===== config.mk =====
export PLATFORM = sky130hd
export DESIGN_NAME = serial_parity_rx
export DESIGN_NICKNAME = d
export VERILOG_FILES = /design/src/rtl/serial_parity_rx.sv
export SDC_FILE = /design/constraint.sdc
export NUM_CORES = 1
export LEC_CHECK = 0
export BUFFER_PORTS_ARGS = -buffer_cell sky130_fd_sc_hd__clkbuf_2
export CORE_ASPECT_RATIO = 0.75
export CORE_MARGIN = 5
export CORE_UTILIZATION = 45
export CTS_CLUSTER_SIZE = 24
export DETAILED_ROUTE_END_ITERATION = 7
export GPL_ROUTABILITY_DRIVEN = 0
export PLACE_DENSITY = 0.64
export SLEW_MARGIN = 40
export SYNTH_ARGS = -nofsm -noshare
export SYNTH_HDL_FRONTEND = slang
export SYNTH_SLANG_ARGS = --single-unit

===== constraint.sdc =====
create_clock -name clk -period 3.5 [get_ports clk]
set_input_delay 0.7 -clock clk [delete_from_list [all_inputs] [get_ports clk]]
set_output_delay 0.7 -clock clk [all_outputs]
set_load 0.03 [all_outputs]

===== src/rtl/serial_parity_rx.sv =====
// Serial front end for the even-parity checker: deserialises start / DATA_W data (LSB first) /
// even parity / stop frames and flags parity and framing errors with a one-cycle valid strobe.
module serial_parity_rx #(
    parameter int unsigned DATA_W       = 3,
    parameter int unsigned CLKS_PER_BIT = 16
) (
    input  logic              clk,
    input  logic              rst_n,
    input  logic              rx_in,
    output logic [DATA_W-1:0] data_out,
    output logic              pb_out,
    output logic              valid,
    output logic              par_err,
    output logic              frm_err,
    output logic              busy
);

    localparam int unsigned CntW = $clog2(CLKS_PER_BIT);
    localparam int unsigned IdxW = $clog2(DATA_W + 1);

    localparam logic [CntW-1:0] CntMid  = CntW'(CLKS_PER_BIT / 2 - 1);
    localparam logic [CntW-1:0] CntEnd  = CntW'(CLKS_PER_BIT - 1);
    localparam logic [IdxW-1:0] IdxLast = IdxW'(DATA_W - 1);

    typedef enum logic [2:0] {
        StIdle,
        StStart,
        StData,
        StParity,
        StStop,
        StBreak
    } state_e;

    state_e            state_q;
    logic              rx_meta_q;
    logic              rx_s_q;
    logic [CntW-1:0]   cnt_q;
    logic [IdxW-1:0]   idx_q;
    logic [DATA_W-1:0] sh_q;
    logic              pbit_q;
    logic [DATA_W-1:0] data_q;
    logic              pb_q;
    logic              valid_q;
    logic              par_err_q;
    logic              frm_err_q;

    // New bit enters at the MSB so the first data bit ends up in bit 0.
    logic [DATA_W-1:0] sh_next;
    always_comb begin
        sh_next             = sh_q >> 1;
        sh_next[DATA_W-1]   = rx_s_q;
    end

    always_ff @(posedge clk or negedge rst_n) begin
        if (!rst_n) begin
            state_q   <= StIdle;
            rx_meta_q <= 1'b1;
            rx_s_q    <= 1'b1;
            cnt_q     <= '0;
            idx_q     <= '0;
            sh_q      <= '0;
            pbit_q    <= 1'b0;
            data_q    <= '0;
            pb_q      <= 1'b0;
            valid_q   <= 1'b0;
            par_err_q <= 1'b0;
            frm_err_q <= 1'b0;
        end else begin
            rx_meta_q <= rx_in;
            rx_s_q    <= rx_meta_q;
            valid_q   <= 1'b0;

            case (state_q)
                StIdle: begin
                    if (!rx_s_q) begin
                        state_q <= StStart;
                        cnt_q   <= '0;
                    end
                end

                // Re-check the line half a bit in; a high level here was a glitch.
                StStart: begin
                    if (cnt_q == CntMid) begin
                        cnt_q   <= '0;
                        idx_q   <= '0;
                        state_q <= rx_s_q ? StIdle : StData;
                    end else begin
                        cnt_q <= cnt_q + 1'b1;
                    end
                end

                StData: begin
                    if (cnt_q == CntEnd) begin
                        cnt_q <= '0;
                        sh_q  <= sh_next;
                        idx_q <= idx_q + 1'b1;
                        if (idx_q == IdxLast) begin
                            state_q <= StParity;
                        end
                    end else begin
                        cnt_q <= cnt_q + 1'b1;
                    end
                end

                StParity: begin
                    if (cnt_q == CntEnd) begin
                        cnt_q   <= '0;
                        pbit_q  <= rx_s_q;
                        state_q <= StStop;
                    end else begin
                        cnt_q <= cnt_q + 1'b1;
                    end
                end

                StStop: begin
                    if (cnt_q == CntEnd) begin
                        cnt_q     <= '0;
                        valid_q   <= 1'b1;
                        data_q    <= sh_q;
                        pb_q      <= pbit_q;
                        par_err_q <= ^{sh_q, pbit_q};
                        frm_err_q <= ~rx_s_q;
                        state_q   <= rx_s_q ? StIdle : StBreak;
                    end else begin
                        cnt_q <= cnt_q + 1'b1;
                    end
                end

                // Line stuck low after a bad stop bit: no start detection until it recovers.
                StBreak: begin
                    if (rx_s_q) begin
                        state_q <= StIdle;
                    end
                end

                default: state_q <= StIdle;
            endcase
        end
    end

    assign data_out = data_q;
    assign pb_out   = pb_q;
    assign valid    = valid_q;
    assign par_err  = par_err_q;
    assign frm_err  = frm_err_q;
    assign busy     = (state_q != StIdle);

endmodule


=== Yosys cells after proc, flatten, opt, wreduce, memory -nomap -nowiden ===
Index checks and enable logic that the tools add are counted.
W data, S select, Z words.

* Input bits: 3
* Bits in registers: 22
* Output and inout bits: 8

* Add/subtract/negate cells: 2
* Mux-type cells: 19
* Reductions and logical operators: 12
* Bitwise gates (word level): 1
* Equal/unequal tests: 15

{| class="wikitable"
|+ Operators with widths
! cell !! number
|-
| $mux W3 || 8
|-
| $pmux W3 S6 || 1
|-
| $ne A2 B2 Y1 const B || 7
|-
| $mux W4 || 3
|-
| $pmux W4 S3 || 1
|-
| $reduce_and A2 Y1 || 4
|-
| $reduce_and A7 Y1 || 1
|-
| $eq A3 B2 Y1 const B || 2
|-
| $eq A3 B3 Y1 const B || 2
|-
| $mux W2 || 3
|-
| $reduce_bool A3 Y1 || 2
|-
| $add A4 B1 Y4 const B || 1
|-
| $eq A4 B3 Y1 const B || 1
|-
| $eq A4 B4 Y1 const B || 1
|-
| $pmux W2 S2 || 1
|-
| $reduce_xor A4 Y1 || 1
|-
| $eq A3 B1 Y1 const B || 1
|-
| $logic_not A3 Y1 || 1
|-
| $reduce_and A3 Y1 || 1
|-
| $reduce_or A3 Y1 || 1
|-
| $add A2 B1 Y2 const B || 1
|-
| $eq A2 B2 Y1 const B || 1
|-
| $mux W1 || 2
|-
| $reduce_bool A2 Y1 || 1
|-
| $not A1 Y1 || 1
|}

=== Longest topological paths before layout ===
* Depth after elaboration: 4
* Mapped depth: 6
* Gate-level depth less buffers: 5

=== Least setup slack after synthesis ===
No wires, ideal clock.

* Path type: register to output
* Start point: register state_q[1]
* End point: output port busy
* Buffers on the path: 1
* Arrival: 1.004 ns
* Required time: 2.800 ns
* Path slack: 1.796 ns
* Stages on the path, launching flop included: 4
* Cell sequence: dfrtp_1 buf_4 nor2_1 nand2_1

* Longest elaborated chain between the ends: 1

{| class="wikitable"
|+ RTL lines
! element !! line !! RTL
|-
| from (decl) || 34 || <nowiki>state_e state_q;</nowiki>
|-
| from (signal assigned) || 56 || <nowiki>state_q <= StIdle;</nowiki>
|-
| from (signal assigned) || 76 || <nowiki>state_q <= StStart;</nowiki>
|-
| from (signal assigned) || 86 || <nowiki>state_q <= rx_s_q ? StIdle : StData;</nowiki>
|-
| $reduce_bool A3 Y1 || 146 || <nowiki>assign busy = (state_q != StIdle);</nowiki>
|-
| to (decl) || 15 || <nowiki>output logic busy</nowiki>
|}

No other way between the ends.

=== Final worst setup path ===
* Start point: register state_q[0]
* End point: output port busy

The elaborated chain is that of the path after synthesis.

==> results <==
- The remaining antenna violation count is 0.
- The wire length of the first global-routing pass is around 3200 um.
- The initial utilization of the core area, before any placement, comes to 0.474.
- The run finished with clean final reports.
- The clock period minus final worst setup slack is about 2.2 ns.
- The cell family with the largest share of critical-path delay is flip-flops.
- At the pin with the least slew margin, the transition time is about 0.53 ns.
- The die width is 66.9 um.
- The critical path in this run is classified as reg2out.
- For the worst setup path, the data required time is between 2 and 3 ns.
- The filler cells instantiated in the layout total 229.
- The remaining global-route overflow is 0.
- At the later pin of the worst-skew pair, clock insertion delay measures 0.31 ns.
- The number of antenna violations at the first check in global routing is 0.
- Counting flops with an async set or reset pin after synthesis yields a share of 1.00.
- The largest individual stage delay along the critical path comes from the cell dfrtp_1.
- The final hold violation count is 0.
- For the final database, setup skew stands at about 0.011 ns.
- In this run the worst hold path is classified as in2async.
- The leakage power is between 0.0005 and 0.0006 uW.
- The die extent in y is around 53 um.
- The die covers ~3500 sq um.
- The number of nets in the layout is roughly 110.
- The final clock period utilization by the worst path is 0.637.
- For this run, the leading register cell type out of synthesis is dfrtp_1.
- In this run the number of H-tree levels came out at 1.
- Setup violations remaining at the end of the flow were counted as 0.
- Of the post-synthesis cell area, the dominant cell type holds 0.458.
- The post-synthesis to final-layout area growth is 7.32%.
- The switching fraction of total power is 0.358.
- After synthesis the netlist holds a flip-flop and latch count of 22.
- The number of distinct library cells after synthesis is 33.
- The net count after synthesis is roughly 100.
- Yosys printed 0 warnings.
- Of the cells placed in the final design, the portion with a size suffix greater than 1 is 0.296.
- The post-cts repair resize count is 0.
- In this run the worst path has a maximum fanout of 13.
- For this design the total switching power over the nets is about 230 uW.
- Counting every instance in the synthesized netlist gives 99.
- Traced cell by cell, the critical path runs through nor2_1, nand2_1, clkbuf_2.
- In this run the post-CTS setup repair buffer count came out at 0.
- Of all cell types, the one taking the most synthesized area is dfrtp_1.
- The via-per-instance ratio is between 5 and 6.
- Summing every instance area after synthesis gives 1090 sq um.
- Across every metal layer, demand over resource in global routing totals 0.123.
- The clock drives 22 sinks.
- In this run, CTS created clock tree buffers numbering 3.
- The clock power share is 0.183.
- The worst setup path is launched from a flip-flop.
- In this run the tightest slew margin relative to its limit is 0.647.
- Pin placement for this block handled 11 I/O pins.
- VDD sags by at most 0.262 mV.
- The element type at the critical path end is an output port.
- The CTS tree is built.
- Summed over all layers, the routed wires come to approximately 1700 um.
- Averaged over all synthesized cells, the footprint is between 10 and 15 sq um.
- The sequential cell fraction of total power is 0.536.
- The internal power component is 421 uW.
- Setup repair after global routing left no endpoint under its margin.
- The number of global-route vias before repair is 716.
- The number of hold buffers added after CTS was 0.
- The worst endpoint data arrival time is 1.53 ns.
- The final standard cell utilization of the core is 0.508.
- The post-DP HPWL is about 1300 um.
- Of the total power, combinational logic draws 0.281.
- For this run, the detailed router's first-pass iteration total came to 4.
- The highest cell delay on the worst timing path is between 0.5 and 0.6 ns.
- The number of buffers and inverters on the critical path is 1.
- The cell sitting at the root of the clock tree is a clkbuf_4.
- During placement, the flow inserted port buffers numbering 10.
- In this run the deepest clock path goes through 2 buffers.
- The sequential cell area fraction in the yosys report is 0.506.
- The maximum number of pins on one net before global-route repair is 23.
- The setup TNS is 0 ns.
- The highest clock rate is 448 MHz.
- The total DRC errors in the routed layout is 0.
- The max-capacitance violation count is 0.
- Dividing total power by cell area gives a power density of between 500 and 600 nW/um^2.
- Dividing the detail-routed wire length by the instance count gives roughly 12 um.
- The number of synthesized flops with an enable pin is 0.
- The area inside the core boundary is between 2000 and 2500 sq um.
- The number of max-slew violations in the final report is 0.
- The via count of the routed design is 721.
- The floorplan has 15 rows.
- After clock tree synthesis, the clock-pin slew on the worst setup and hold paths is ~0.12 ns.
- The number of antenna repair diodes is 0.
- After synthesis, the cell types taking the most area are dfrtp_1 (46%), mux2_2 (12%), dfstp_2 (4.8%).
- The detailed router finished its first iteration with 40 violations.
-- power by group through the flow --
stage	sequential [uW]	combinational, uW	clock (uW)
after CTS	350	186	126
after detailed placement	356	183	0
final	351	184	120
after global routing	360	210	135
after global placement	354	185	0
after floorplan	326	184	0
-- through the flow --
step                total power [uW]  area (sq um)  worst slack [ns]  hold WS [ns]  std cells
global placement                 539          1150              1.68         0.345        138
finish                           655          1170              1.27         0.337        142
CTS                              662          1170              1.25         0.357        142
detailed placement               539          1150              1.62         0.347        138
floorplan                        509          1090              1.80         0.345         99
global route                     705          1170              1.10         0.367        142
-- placed cells by master, fill, tap and decap left out, types with 3 or more instances in the layout --
| master | Yosys | routed |
|---|---|---|
| dfrtp_1 | 20 | 20 |
| clkbuf_4 | 0 | 3 |
| nor2_1 | 6 | 6 |
| nand2_1 | 11 | 11 |
| nand3_1 | 3 | 3 |
| a21oi_1 | 3 | 3 |
| clkbuf_2 | 0 | 10 |
| mux2_2 | 12 | 12 |
| nor3_1 | 3 | 3 |
| nor2b_1 | 3 | 3 |
| xnor2_1 | 3 | 3 |
| o21ai_0 | 5 | 5 |
| inv_1 | 3 | 3 |
-- path summary, 6_finish.rpt --
| check | start | to | slack [ns] | depth (start not counted) |
|---|---|---|---|---|
| worst min register to register | rx_meta_q$_DFF_PN1_ | rx_s_q$_DFF_PN1_ | 0.36 | 0 |
| worst max-delay path | state_q[0]$_DFFE_PN0P_ | busy | 1.27 | 3 |
| worst min-delay path | rst_n | par_err$_DFFE_PN0P_ | 0.34 | 1 |
| worst max register to register | state_q[1]$_DFFE_PN0P_ | idx_q[0]$_DFFE_PN0P_ | 1.87 | 4 |
| min in group clk | rx_meta_q$_DFF_PN1_ | rx_s_q$_DFF_PN1_ | 0.36 | 0 |
| max in group asynchronous | rst_n | rx_meta_q$_DFF_PN1_ | 2.78 | 1 |
-- routing by layer --
layer	global-route usage	share of wire
met5	0	0
met4	0.0202	0.0058
met3	0.0515	0.062
met2	0.192	0.43
met1	0.160	0.50
-- sequential cells by signal (all words and copies together), names as in the netlist --
signal     cells
rx_s_q         1
pbit_q         1
cnt_q          4
rx_meta_q      1
data_out       3
idx_q          2
frm_err        1
valid          1
sh_q           3
par_err        1
pb_out         1
state_q        3
-- cells by family after synthesis --
logic type	Yosys count	share of synthesized area
AND/OR/NAND/NOR	32	0.148
AO/OA/AOI/OAI	19	0.121
XOR/XNOR	3	0.0240
buffers and inverters	8	0.0458
flip-flops	22	0.506
multiplexers	13	0.133
adder cells (fa/ha/maj)	2	0.0229
-- cell usage after synthesis, types with 2 or more instances --
| master | n |
|---|---|
| o21ai_0 | 5 |
| a21oi_1 | 3 |
| a211oi_1 | 2 |
| ha_1 | 2 |
| nand3_1 | 3 |
| inv_1 | 3 |
| buf_6 | 2 |
| xnor2_1 | 3 |
| nand2_1 | 11 |
| nor2b_1 | 3 |
| nor3b_1 | 2 |
| dfrtp_1 | 20 |
| nor3_1 | 3 |
| mux2_2 | 12 |
| dfstp_2 | 2 |
| nor2_1 | 6 |
-- layout make-up --
cell class                      count  area (sq um)  share of cell area
Timing Repair Buffer               10          50.0              0.0426
Multi-Input combinational cell     69           490               0.418
Inverter                            3          11.3             0.00959
Clock buffer                        4          26.3              0.0224
Sequential cell                    22           553               0.471
Tap cell                           34          42.5              0.0362
Note: power is estimated with default switching activity, not from simulation.
